### src/rtl/distortion_core.sv
// ---------------------------------------------------------------------------
// distortion_core
//   Three-stage streaming distortion datapath. It takes signed 16-bit audio
//   samples on a valid/ready stream and applies one of four modes using the
//   gain, threshold and mode settings captured with each sample. A single
//   advance enable stalls the whole pipeline when the output is held.
//
//   Build option: define DISTORTION_SOFTCLIP_EN to include the mode-2 soft
//   clipper. Without it, mode 2 passes samples through like mode 0.
//
// Ports
//   CLK          system clock, rising edge
//   RST_N        asynchronous active-low reset
//   gain         signed gain (values below 1 act as 1)
//   threshold    signed clip threshold for mode 3
//   mode         0 bypass, 1 gain+saturate, 2 soft clip, 3 threshold clip
//   in_sample    signed input sample
//   in_valid     input sample present
//   in_ready     input accepted this cycle
//   out_sample   signed processed sample
//   out_valid    out_sample valid
//   out_ready    downstream accepts out_sample
//   out_clipped  limiting altered this output sample
//   clip_count   saturating count of clipped samples transferred out
// ---------------------------------------------------------------------------
module distortion_core (
  input  logic               CLK,
  input  logic               RST_N,
  input  logic signed [15:0] gain,
  input  logic signed [31:0] threshold,
  input  logic        [1:0]  mode,
  input  logic signed [15:0] in_sample,
  input  logic               in_valid,
  output logic               in_ready,
  output logic signed [15:0] out_sample,
  output logic               out_valid,
  input  logic               out_ready,
  output logic               out_clipped,
  output logic        [15:0] clip_count
);

  // Saturate a 32-bit product into 16 bits; MSB of the result flags clipping.
  function automatic logic [16:0] sat16(input logic signed [31:0] v);
    if (v > 32'sd32767)       return {1'b1, 16'h7FFF};
    else if (v < -32'sd32768) return {1'b1, 16'h8000};
    else                      return {1'b0, v[15:0]};
  endfunction

  // Threshold limited to the representable positive range.
  function automatic logic signed [15:0] clamp_thr(input logic signed [31:0] t);
    if (t < 32'sd0)          return 16'sd0;
    else if (t > 32'sd32767) return 16'sh7FFF;
    else                     return t[15:0];
  endfunction

  // Symmetric limit of x to [-t, t], t already non-negative.
  function automatic logic signed [15:0] limit(input logic signed [15:0] x,
                                               input logic signed [15:0] t);
    if (x > t)       return t;
    else if (x < -t) return -t;
    else             return x;
  endfunction

`ifdef DISTORTION_SOFTCLIP_EN
  // Halve the magnitude above 16384. Magnitude is 17 bits so -32768 is exact.
  function automatic logic signed [15:0] soft_clip(input logic signed [15:0] x);
    logic [16:0] ax;
    logic [15:0] mag;
    ax = x[15] ? (~{1'b1, x} + 17'd1) : {1'b0, x};
    if (ax <= 17'd16384) return x;
    mag = 16'd16384 + 16'((ax - 17'd16384) >> 1);
    return x[15] ? -mag : mag;
  endfunction
`endif

  logic adv;

  logic               vld_p1_q, vld_p1_d;
  logic signed [15:0] sample_p1_q, sample_p1_d;
  logic signed [15:0] gain_p1_q, gain_p1_d;
  logic signed [31:0] thr_p1_q, thr_p1_d;
  logic        [1:0]  mode_p1_q, mode_p1_d;

  logic               vld_p2_q, vld_p2_d;
  logic signed [15:0] sample_p2_q, sample_p2_d;
  logic signed [31:0] raw_p2_q, raw_p2_d;
  logic signed [15:0] t_p2_q, t_p2_d;
  logic        [1:0]  mode_p2_q, mode_p2_d;

  logic               vld_p3_q, vld_p3_d;
  logic signed [15:0] sample_p3_q, sample_p3_d;
  logic               clipped_p3_q, clipped_p3_d;

  logic        [15:0] clip_count_q, clip_count_d;

  logic signed [15:0] geff_p1;
  logic signed [31:0] x_ext_p1, g_ext_p1;
  logic        [16:0] sat_p2;

  assign adv         = !vld_p3_q || out_ready;
  assign in_ready    = adv;
  assign out_valid   = vld_p3_q;
  assign out_sample  = sample_p3_q;
  assign out_clipped = clipped_p3_q;
  assign clip_count  = clip_count_q;

  always_comb begin
    // Stage 1: snapshot sample and settings
    vld_p1_d    = in_valid && adv;
    sample_p1_d = in_sample;
    gain_p1_d   = gain;
    thr_p1_d    = threshold;
    mode_p1_d   = mode;

    // Stage 2: raw result before limiting
    geff_p1  = (gain_p1_q < 16'sd1) ? 16'sd1 : gain_p1_q;
    x_ext_p1 = {{16{sample_p1_q[15]}}, sample_p1_q};
    g_ext_p1 = {{16{geff_p1[15]}}, geff_p1};
    vld_p2_d    = vld_p1_q;
    sample_p2_d = sample_p1_q;
    mode_p2_d   = mode_p1_q;
    t_p2_d      = clamp_thr(thr_p1_q);
    raw_p2_d    = x_ext_p1;
    case (mode_p1_q)
      2'd1: raw_p2_d = x_ext_p1 * g_ext_p1;
`ifdef DISTORTION_SOFTCLIP_EN
      2'd2: raw_p2_d = {{16{1'b0}}, soft_clip(sample_p1_q)};
`endif
      default: raw_p2_d = x_ext_p1;
    endcase

    // Stage 3: limit and flag clipping
    sat_p2       = sat16(raw_p2_q);
    vld_p3_d     = vld_p2_q;
    sample_p3_d  = sample_p2_q;
    clipped_p3_d = 1'b0;
    case (mode_p2_q)
      2'd1: begin
        sample_p3_d  = sat_p2[15:0];
        clipped_p3_d = sat_p2[16];
      end
`ifdef DISTORTION_SOFTCLIP_EN
      2'd2: begin
        sample_p3_d  = raw_p2_q[15:0];
        clipped_p3_d = (raw_p2_q[15:0] != sample_p2_q);
      end
`endif
      2'd3: begin
        sample_p3_d  = limit(sample_p2_q, t_p2_q);
        clipped_p3_d = (sample_p3_d != sample_p2_q);
      end
      default: begin
        sample_p3_d  = sample_p2_q;
        clipped_p3_d = 1'b0;
      end
    endcase

    clip_count_d = clip_count_q;
    if (vld_p3_q && out_ready && clipped_p3_q && (clip_count_q != 16'hFFFF))
      clip_count_d = clip_count_q + 16'd1;
  end

  always_ff @(posedge CLK or negedge RST_N) begin
    if (!RST_N) begin
      vld_p1_q     <= 1'b0;
      vld_p2_q     <= 1'b0;
      vld_p3_q     <= 1'b0;
      sample_p3_q  <= '0;
      clipped_p3_q <= 1'b0;
      clip_count_q <= '0;
    end else begin
      clip_count_q <= clip_count_d;
      if (adv) begin
        vld_p1_q     <= vld_p1_d;
        vld_p2_q     <= vld_p2_d;
        vld_p3_q     <= vld_p3_d;
        sample_p3_q  <= sample_p3_d;
        clipped_p3_q <= clipped_p3_d;
      end
    end
  end

  // Internal data stages carry no reset; their valids gate them.
  always_ff @(posedge CLK) begin
    if (adv) begin
      sample_p1_q <= sample_p1_d;
      gain_p1_q   <= gain_p1_d;
      thr_p1_q    <= thr_p1_d;
      mode_p1_q   <= mode_p1_d;
      sample_p2_q <= sample_p2_d;
      raw_p2_q    <= raw_p2_d;
      t_p2_q      <= t_p2_d;
      mode_p2_q   <= mode_p2_d;
    end
  end

endmodule

### config.mk
export PLATFORM = sky130hd
export DESIGN_NAME = distortion_core
export DESIGN_NICKNAME = d
export VERILOG_FILES = /design/src/rtl/distortion_core.sv
export SDC_FILE = /design/constraint.sdc
export NUM_CORES = 1
export LEC_CHECK = 0
export ABC_AREA = 1
export BUFFER_PORTS_ARGS = -buffer_cell sky130_fd_sc_hd__buf_2
export CORE_MARGIN = 5
export CORE_UTILIZATION = 40
export DETAILED_ROUTE_END_ITERATION = 7
export GPL_ROUTABILITY_DRIVEN = 0
export MAX_ROUTING_LAYER = met4
export SYNTH_ARGS = -nofsm -noshare
export SYNTH_HDL_FRONTEND = slang
export SYNTH_SLANG_ARGS = --single-unit
### constraint.sdc
create_clock -name CLK -period 10.5 [get_ports CLK]
set_input_delay 2.1 -clock CLK [delete_from_list [all_inputs] [get_ports CLK]]
set_output_delay 2.1 -clock CLK [all_outputs]
set_load 0.01 [all_outputs]
-- After elaboration in Yosys (flattened, before gate mapping)
Index checks and enable logic that the tools add are counted.
- register bits after elaboration: 168
- logic and storage cells: 47
- magnitude comparators: 7
- mux-type cells: 10
- reduce and logical (&&, ||, !) cells: 7
- multipliers: 1
- $add $sub $neg: 2
- equality and inequality tests: 5
- operators with widths (operator ; count):
    > comparator 32 x 16 -> 1 bit (second input constant) ; 2
    2-to-1 mux 16 bit ; 4
    2-to-1 mux 17 bit ; 2
    less-than comparator 32 x 1 -> 1 bit (second input constant) ; 1
    less-than comparator 32 x 16 -> 1 bit (second input constant) ; 1
    multiplier 16 x 16 -> 32 bit ; 1
    2-to-1 mux 32 bit ; 1
    one-hot mux 16 bit (2 select lines) ; 1
    adder 16 x 1 -> 16 bit (second input constant) ; 1
    > comparator 16 bit ; 1
    less-than comparator 16 bit ; 1
    less-than comparator 16 x 2 -> 1 bit (second input constant) ; 1
    inequality test 16 bit ; 1
    inequality test 16 bit (second input constant) ; 1
    negation 16 bit ; 1
    2-to-1 mux 15 bit ; 1
    == test 2 x 1 -> 1 bit (second input constant) ; 2
    logical AND 1 bit ; 4
    == test 2 bit (second input constant) ; 1
    one-hot mux 1 bit (2 select lines) ; 1
    OR reduction 2 bit ; 1
    logical NOT 1 bit ; 1
    logical OR 1 bit ; 1

-- Longest topological paths before layout
Gate-level depths: netlist of run 1.
- depth after elaboration: 7
- gate-level depth with buffers: 34
- depth with buffers taken out: 32

-- Worst setup path before layout of run 1
OpenSTA, ideal clock, no wires.
- kind: input to output
- start point: input out_ready
- end point: output in_ready
- stages: 3
- path buffers: 1
- arrival: 6.121 ns
- slack: 2.279 ns
- cell sequence: nor2_1 > inv_2 > buf_1
- longest elaborated chain between the ends: 1
- RTL lines (item ; line ; RTL):
    start: declaration ; 37 ; input logic out_ready,
    logical OR 1 bit ; 100 ; assign adv = !vld_p3_q || out_ready;
    end: declaration ; 34 ; output logic in_ready,
Every way passes these cells.

-- Final worst setup path of run 1
- start point: register gain_p1_q[12]
- end point: register raw_p2_q[29] (data pin)
- longest elaborated chain between the ends: 4
- RTL lines (item ; line ; RTL):
    start: declaration ; 80 ; logic signed [15:0] gain_p1_q, gain_p1_d;
    start signal: assignment ; 187 ; gain_p1_q <= gain_p1_d;
    less-than comparator 16 x 2 -> 1 bit ; 116 ; geff_p1 = (gain_p1_q < 16'sd1) ? 16'sd1 : gain_p1_q;
    2-to-1 mux 16 bit * ; 116 ;
    multiplier 16 x 16 -> 32 bit * ; 125 ; 2'd1: raw_p2_d = x_ext_p1 * g_ext_p1;
    2-to-1 mux 32 bit * ; 124 ; case (mode_p1_q)
    via raw_p2_d[29] ; 86 ; logic signed [31:0] raw_p2_q, raw_p2_d;
    end signal: assignment ; 191 ; raw_p2_q <= raw_p2_d;
    end: declaration ; 86 ;
The timed path passes the listed nets; every way through them passes the cells marked *.
A chain may end at the register's enable or synchronous reset.

==> results.ini, run 1 <==
[global_route]
grt_use_total = 0.2045
grt_max_degree = 66
grt_first_pass_wirelength_um = 78270
antenna_found_initial = 0
overflow = 0
first_global_vias = 14470

[critical_path]
slowest_stage = nor2_1
r2r_start = gain_p1_q[12]$_DFFE_PN_
end_kind = register
worstRegToRegCells = 26
endpoint = raw_p2_q[29]$_DFFE_PN_
cp_max_fo = 14
r2r_end = raw_p2_q[29]$_DFFE_PN_
cp.arrival_ns = 8.56
startpoint_type = register
required_ns = 10.67
startpoint = gain_p1_q[12]$_DFFE_PN_
cpPeakStageDelay_ns = 1.10
critical_path_class = register to register
r2r_setup_slack_ns = 2.12

[clock_network]
path_clk_slew_ns = 0.07
cts_buffers = 17
cts_sinks = 168
clock_path_buffers = 2
clock_latency_ns = 0.46
post_cts_buffers = 0
postCtsHoldBufs = 0
cts_resized = 0
cts_tree = built
cts_root_buf = clkbuf_16
cts-htree-levels = 4

[placed_design]
post-dp-hpwl_um = 39150
place_area_um2 = 19490
dp.cells = 2703
port_buffers = 104

[floorplan]
die_h_um = 224.4
rows = 78
ios = 105
start_util = 0.4044
dieWidth_um = 224.4
floorplan.die_area_um2 = 50360
core-area_um2 = 45480

[timing]
setup_viol = 0
slew_headroom = 0.04846
period_needed_ns = 8.385
finalSetupTns_ns = 0
finalHoldViolations = 0
worst_slew_pin_slew_ns = 1.422
fmax_ghz = 0.1193
fin_crit_sh = 0.7985
slew_viol_final = 0
skew_ns = 0.01663
grt_setup_unrepaired = false

[synth]
avgSynthCellArea_um2 = 9.006
async_reset_ff_frac = 0.2143
synth_seq_cells = 168
yosys_warnings = 0
yosysSeqAreaShare = 0.2645
synth_commonest_cells = 466 x inv_1, 334 x nand2_1, 263 x fa_1, 236 x nor2_1, 132 x edfxtp_1
synth_largest_area_cell = fa_1
yosys-top-cells-area = fa_1 29%, edfxtp_1 22%, inv_1 9.5%, ha_1 7.8%, nand2_1 6.8%
netlist_area_um2 = 18390
synth_flop_cell = edfxtp_1
ys_types = 52
synth_top_area_share = 0.2863
yosysMostFrequentCell = inv_1
synth_edf_count = 132
synth_nets = 2490
synthCells = 2042

[drt]
viasPerCell = 5.078
route.detailed.drc = 0
ant_nets = 0
vias = 13890
routed_wirelength_um = 49090
drtPass1Iterations = 7
wl_per_cell_um = 17.95
drt_iter0_markers = 977

[run]
cap_violations = 0

[layout]
num-fill-cells = 4493
stdcell_count = 2735
areaGrowthSynthToFinish_pct = 9.219
final_area_um2 = 20090
n_antenna_cell = 0
drive_gt1_frac = 0.09696
nNetsFinal = 2570

[outcome]
status = completed

[min_path]
min_path_type = register to register
hp-start = vld_p2_q$_DFFE_PN0N_

-- final cells by class --
class / instances / area, um^2 / area share
Multi-Input combinational cell: 1344 / 11490 / 0.5721
Sequential cell: 168 / 4865 / 0.2422
Inverter: 478 / 1799 / 0.08958
Tap cell: 600 / 750.7 / 0.03738
Timing Repair Buffer: 113 / 588.1 / 0.02928
Clock buffer: 20 / 456.7 / 0.02274
Clock inverter: 12 / 135.1 / 0.006728
-- cell usage in the layout (no fill, tap or decap), drive strengths merged, types with 2 or more instances in the layout --
cell	count
inv	475
nand2	340
fa	263
nor2	239
edfxtp	132
ha	115
buf	113
nand3	88
o21ai	76
a21oi	57
nand4	39
dfrtp	36
xor2	27
xnor2	21
clkbuf	20
nor4	15
a41oi	15
clkinv	13
nand3b	11
a31oi	8
nor3	8
a21o	4
or2	3
o31ai	2
o211ai	2
o21bai	2
-- critical path, delay by kind of cell, from the launching register on --
family	cells	cell delay, ns
AO/OA/AOI/OAI	4	0.65
buffers and inverters	6	0.59
flip-flops	1	0.39
adder cells (fa/ha/maj)	8	4.17
AND/OR/NAND/NOR	8	2.29
-- worst min-delay path by stage --
stage / end / slack (ns) / cells past startpoint
2_1_floorplan: out_valid$_DFFE_PN0N_ / 0.42 / 2
3_3_place_gp: out_valid$_DFFE_PN0N_ / 0.43 / 2
3_5_place_dp: out_valid$_DFFE_PN0N_ / 0.45 / 2
4_1_cts: out_valid$_DFFE_PN0N_ / 0.47 / 2
5_1_grt: out_valid$_DFFE_PN0N_ / 0.48 / 2
6_report: out_valid$_DFFE_PN0N_ / 0.46 / 2
-- stage by stage --
| stage | setup WS [ns] | hold WS [ns] | utilization |
|---|---|---|---|
| after global placement | 2.306 | 0.4343 | 0.4286 |
| after global routing | 1.667 | 0.4790 | 0.4416 |
| after detailed placement | 2.186 | 0.4481 | 0.4286 |
| after floorplan | 2.279 | 0.4198 | - |
| final | 2.115 | 0.4598 | 0.4416 |
| after CTS | 2.174 | 0.4652 | 0.4416 |
-- state kept, by name, summed over array words and instances (netlist names) --
signal / flops
raw_p2_q: 32
thr_p1_q: 32
clip_count: 16
gain_p1_q: 16
out_sample: 16
sample_p1_q: 16
sample_p2_q: 16
t_p2_q: 16
mode_p1_q: 2
mode_p2_q: 2
out_clipped: 1
out_valid: 1
vld_p1_q: 1
vld_p2_q: 1
-- per-layer routing --
| layer | track usage | vias to the layer above | share of wire |
|---|---|---|---|
| li1 | - | 6485 | - |
| met1 | 0.2605 | 6795 | 0.43 |
| met2 | 0.3296 | 506 | 0.47 |
| met3 | 0.04372 | 103 | 0.075 |
| met4 | 0.06423 | 0 | 0.033 |
| met5 | - | - | 0 |
-- cell families after synthesis --
family,synth area share
multiplexers,0.0006123
adder cells (fa/ha/maj),0.3645
other,0.0002039
buffers and inverters,0.1106
XOR/XNOR,0.02286
AO/OA/AOI/OAI,0.05579
AND/OR/NAND/NOR,0.1808
flip-flops,0.2645
Power of run 1 is not shown: default switching activity piles up to over one toggle a cycle in this logic, so the estimate is an artifact.
==> inputs of run 2 (changes only) <==
--- a/config.mk
+++ b/config.mk
@@ -5,7 +5,7 @@
 export SDC_FILE = /design/constraint.sdc
 export NUM_CORES = 1
 export LEC_CHECK = 0
-export ABC_AREA = 1
+export ABC_AREA = 0
 export BUFFER_PORTS_ARGS = -buffer_cell sky130_fd_sc_hd__buf_2
 export CORE_MARGIN = 5
 export CORE_UTILIZATION = 40
==> constraint.sdc (replaced) <==
create_clock -name CLK -period 8.7 [get_ports CLK]
set_input_delay 1.74 -clock CLK [delete_from_list [all_inputs] [get_ports CLK]]
set_output_delay 1.74 -clock CLK [all_outputs]
set_load 0.01 [all_outputs]
==> run 2 against run 1 <==
Effect of this change:
- sequential share of layout area is 0.11 points lower
- critical path depth stayed put
- non-clock buffer count is 13 higher
- clock-buffer cell count is 3 lower
- highest routed layer unchanged
- fmax is 6.2% higher
- via count is 3.8% lower
- setup slack worse by 1.3 ns
==> results.ini, run 2 <==
[drt]
ant_nets = 0
vias = 13360
drt_iter0_markers = 766
viasPerCell = 5.216
wl_per_cell_um = 18.19
routed_wirelength_um = 46590
route.detailed.drc = 0
drtPass1Iterations = 5

[placed_design]
port_buffers = 104
dp_worst_setup_slack_ns = 0.5002
post-dp-hpwl_um = 36390

[synth]
synth_top_area_share = 0.2860
yosysMostFrequentCell = inv_1
netlist_area_um2 = 18410
async_reset_ff_frac = 0.2143
synthCells = 1867
yosys-top-cells-area = fa_1 29%, edfxtp_1 22%, ha_1 7.8%, inv_1 7.3%, dfrtp_1 4.9%
yosys_warnings = 0
synth_flop_cell = edfxtp_1
synth_nets = 2315
synth_commonest_cells = 359 x inv_1, 263 x fa_1, 170 x nand2_1, 132 x edfxtp_1, 117 x and2_1
yosysSeqAreaShare = 0.2643
synth_seq_cells = 168
synth_largest_area_cell = fa_1
synth_edf_count = 132
avgSynthCellArea_um2 = 9.859
ys_types = 69

[critical_path]
end_kind = register
crit_path_frequent_cell = fa_1
r2r_start = gain_p1_q[2]$_DFFE_PN_
required_ns = 8.90
worstRegToRegCells = 26
critical_path_class = register to register
cp_max_fo = 16
slowest_stage = fa_1
cp_num_buf_inv = 6
cp.arrival_ns = 8.09
startpoint_type = register
r2r_end = raw_p2_q[31]$_DFFE_PN_
crit_family = adder cells
r2r_setup_slack_ns = 0.81
cpPeakStageDelay_ns = 0.54

[clock_network]
clock_latency_ns = 0.46
cts_root_buf = clkbuf_16
cts_tree = built
cts_sinks = 168
cts_buffers = 17
clock_path_buffers = 2
postCtsHoldBufs = 0
path_clk_slew_ns = 0.08
cts-htree-levels = 4

[run]
cap_violations = 0

[timing]
setup_viol = 0
finalSetupTns_ns = 0
finalHoldViolations = 0
worst_slew_pin_slew_ns = 1.186
fin_crit_sh = 0.9073
slew_headroom = 0.2024
grt_setup_unrepaired = false
slew_viol_final = 0
fmax_ghz = 0.1267
setup_ws_ns = 0.8067
period_needed_ns = 7.893
skew_ns = 0.02266

[global_route]
first_global_vias = 14390
overflow = 0
grt_first_pass_wirelength_um = 76910
antenna_found_initial = 1
grt_max_degree = 78
grt_use_total = 0.1983

[min_path]
hold_depth = 1
hold_end = out_valid$_DFFE_PN0N_
hp-start = vld_p2_q$_DFFE_PN0N_
min_path_type = register to register

[layout]
final_common_cell = inv_1
areaGrowthSynthToFinish_pct = 9.605
num-fill-cells = 4412
top_regs = raw_p2_q x32, thr_p1_q x32
drive_gt1_frac = 0.08984
nNetsFinal = 2394
layout_common_cells = 359 x inv_1, 262 x fa_1, 170 x nand2_1

[floorplan]
rows = 78
start_util = 0.4047
floorplan.die_area_um2 = 50410
ios = 105
core-area_um2 = 45480
die_h_um = 224.5
dieWidth_um = 224.5

[outcome]
status = completed

[run 2: changes by cell type in the layout (fill, tap and decap cells not counted), sizes merged, moves of 16 or more]
cell	change
nand2	-170
nor2	-139
and2	+116
inv	-108
nand3	-59
nor2b	+44
nand4	-23
xnor2	+22
a21o	+16
and3	+16
[run 2: how the worst max path moves through the flow]
stage,start,endpoint,depth (start not counted),slack (ns)
final,gain_p1_q[2]$_DFFE_PN_,raw_p2_q[31]$_DFFE_PN_,26,0.81
after global routing,gain_p1_q[3]$_DFFE_PN_,raw_p2_q[31]$_DFFE_PN_,24,0.19
after CTS,gain_p1_q[2]$_DFFE_PN_,raw_p2_q[31]$_DFFE_PN_,24,0.50
after detailed placement,gain_p1_q[3]$_DFFE_PN_,raw_p2_q[31]$_DFFE_PN_,24,0.50
after global placement,gain_p1_q[3]$_DFFE_PN_,raw_p2_q[31]$_DFFE_PN_,24,0.72
after floorplan,out_ready,in_ready,3,0.98
[run 2: repair_timing]
item,4_1_cts,5_1_grt
buffers inserted,0,0
gates resized for setup,0,1
setup endpoints to repair,0,1
[run 2: final cells by class]
| class | count | area, um^2 | area share |
|---|---|---|---|
| Clock buffer | 17 | 425.4 | 0.02109 |
| Clock inverter | 15 | 150.1 | 0.007442 |
| Tap cell | 600 | 750.7 | 0.03721 |
| Multi-Input combinational cell | 1274 | 11950 | 0.5921 |
| Inverter | 359 | 1348 | 0.06679 |
| Sequential cell | 168 | 4865 | 0.2411 |
| Timing Repair Buffer | 126 | 685.7 | 0.03399 |
| Antenna cell | 2 | 5.005 | 0.0002481 |
[run 2: per-stage QoR]
step | cells | cell area [um^2] | hold WS [ns] | utilization
CTS | 2559 | 20170 | 0.4574 | 0.4434
global route | 2560 | 20170 | 0.4774 | 0.4435
finish | 2561 | 20170 | 0.4484 | 0.4436
floorplan | 1867 | 18410 | 0.4305 | -
global placement | 2527 | 19590 | 0.4528 | 0.4308
detailed placement | 2527 | 19590 | 0.4520 | 0.4308
[run 2: routing by layer]
layer,vias up,track usage,wire length [um]
met5,-,-,0
met4,0,0.06718,1340
met3,93,0.03198,2431
met2,362,0.3352,23190
met1,6728,0.2438,19630
li1,6176,-,-
[run 2: logic make-up (layout without fill, tap and decap cells)]
family,after synthesis,count (layout),share of synthesized area
AO/OA/AOI/OAI,240,240,0.08266
XOR/XNOR,71,71,0.03555
adder cells (fa/ha/maj),378,378,0.3642
buffers and inverters,425,517,0.08728
flip-flops,168,168,0.2643
multiplexers,3,3,0.001835
other,1,3,0.0002037
AND/OR/NAND/NOR,581,581,0.1640
Power of run 2 is left out for the same reason.
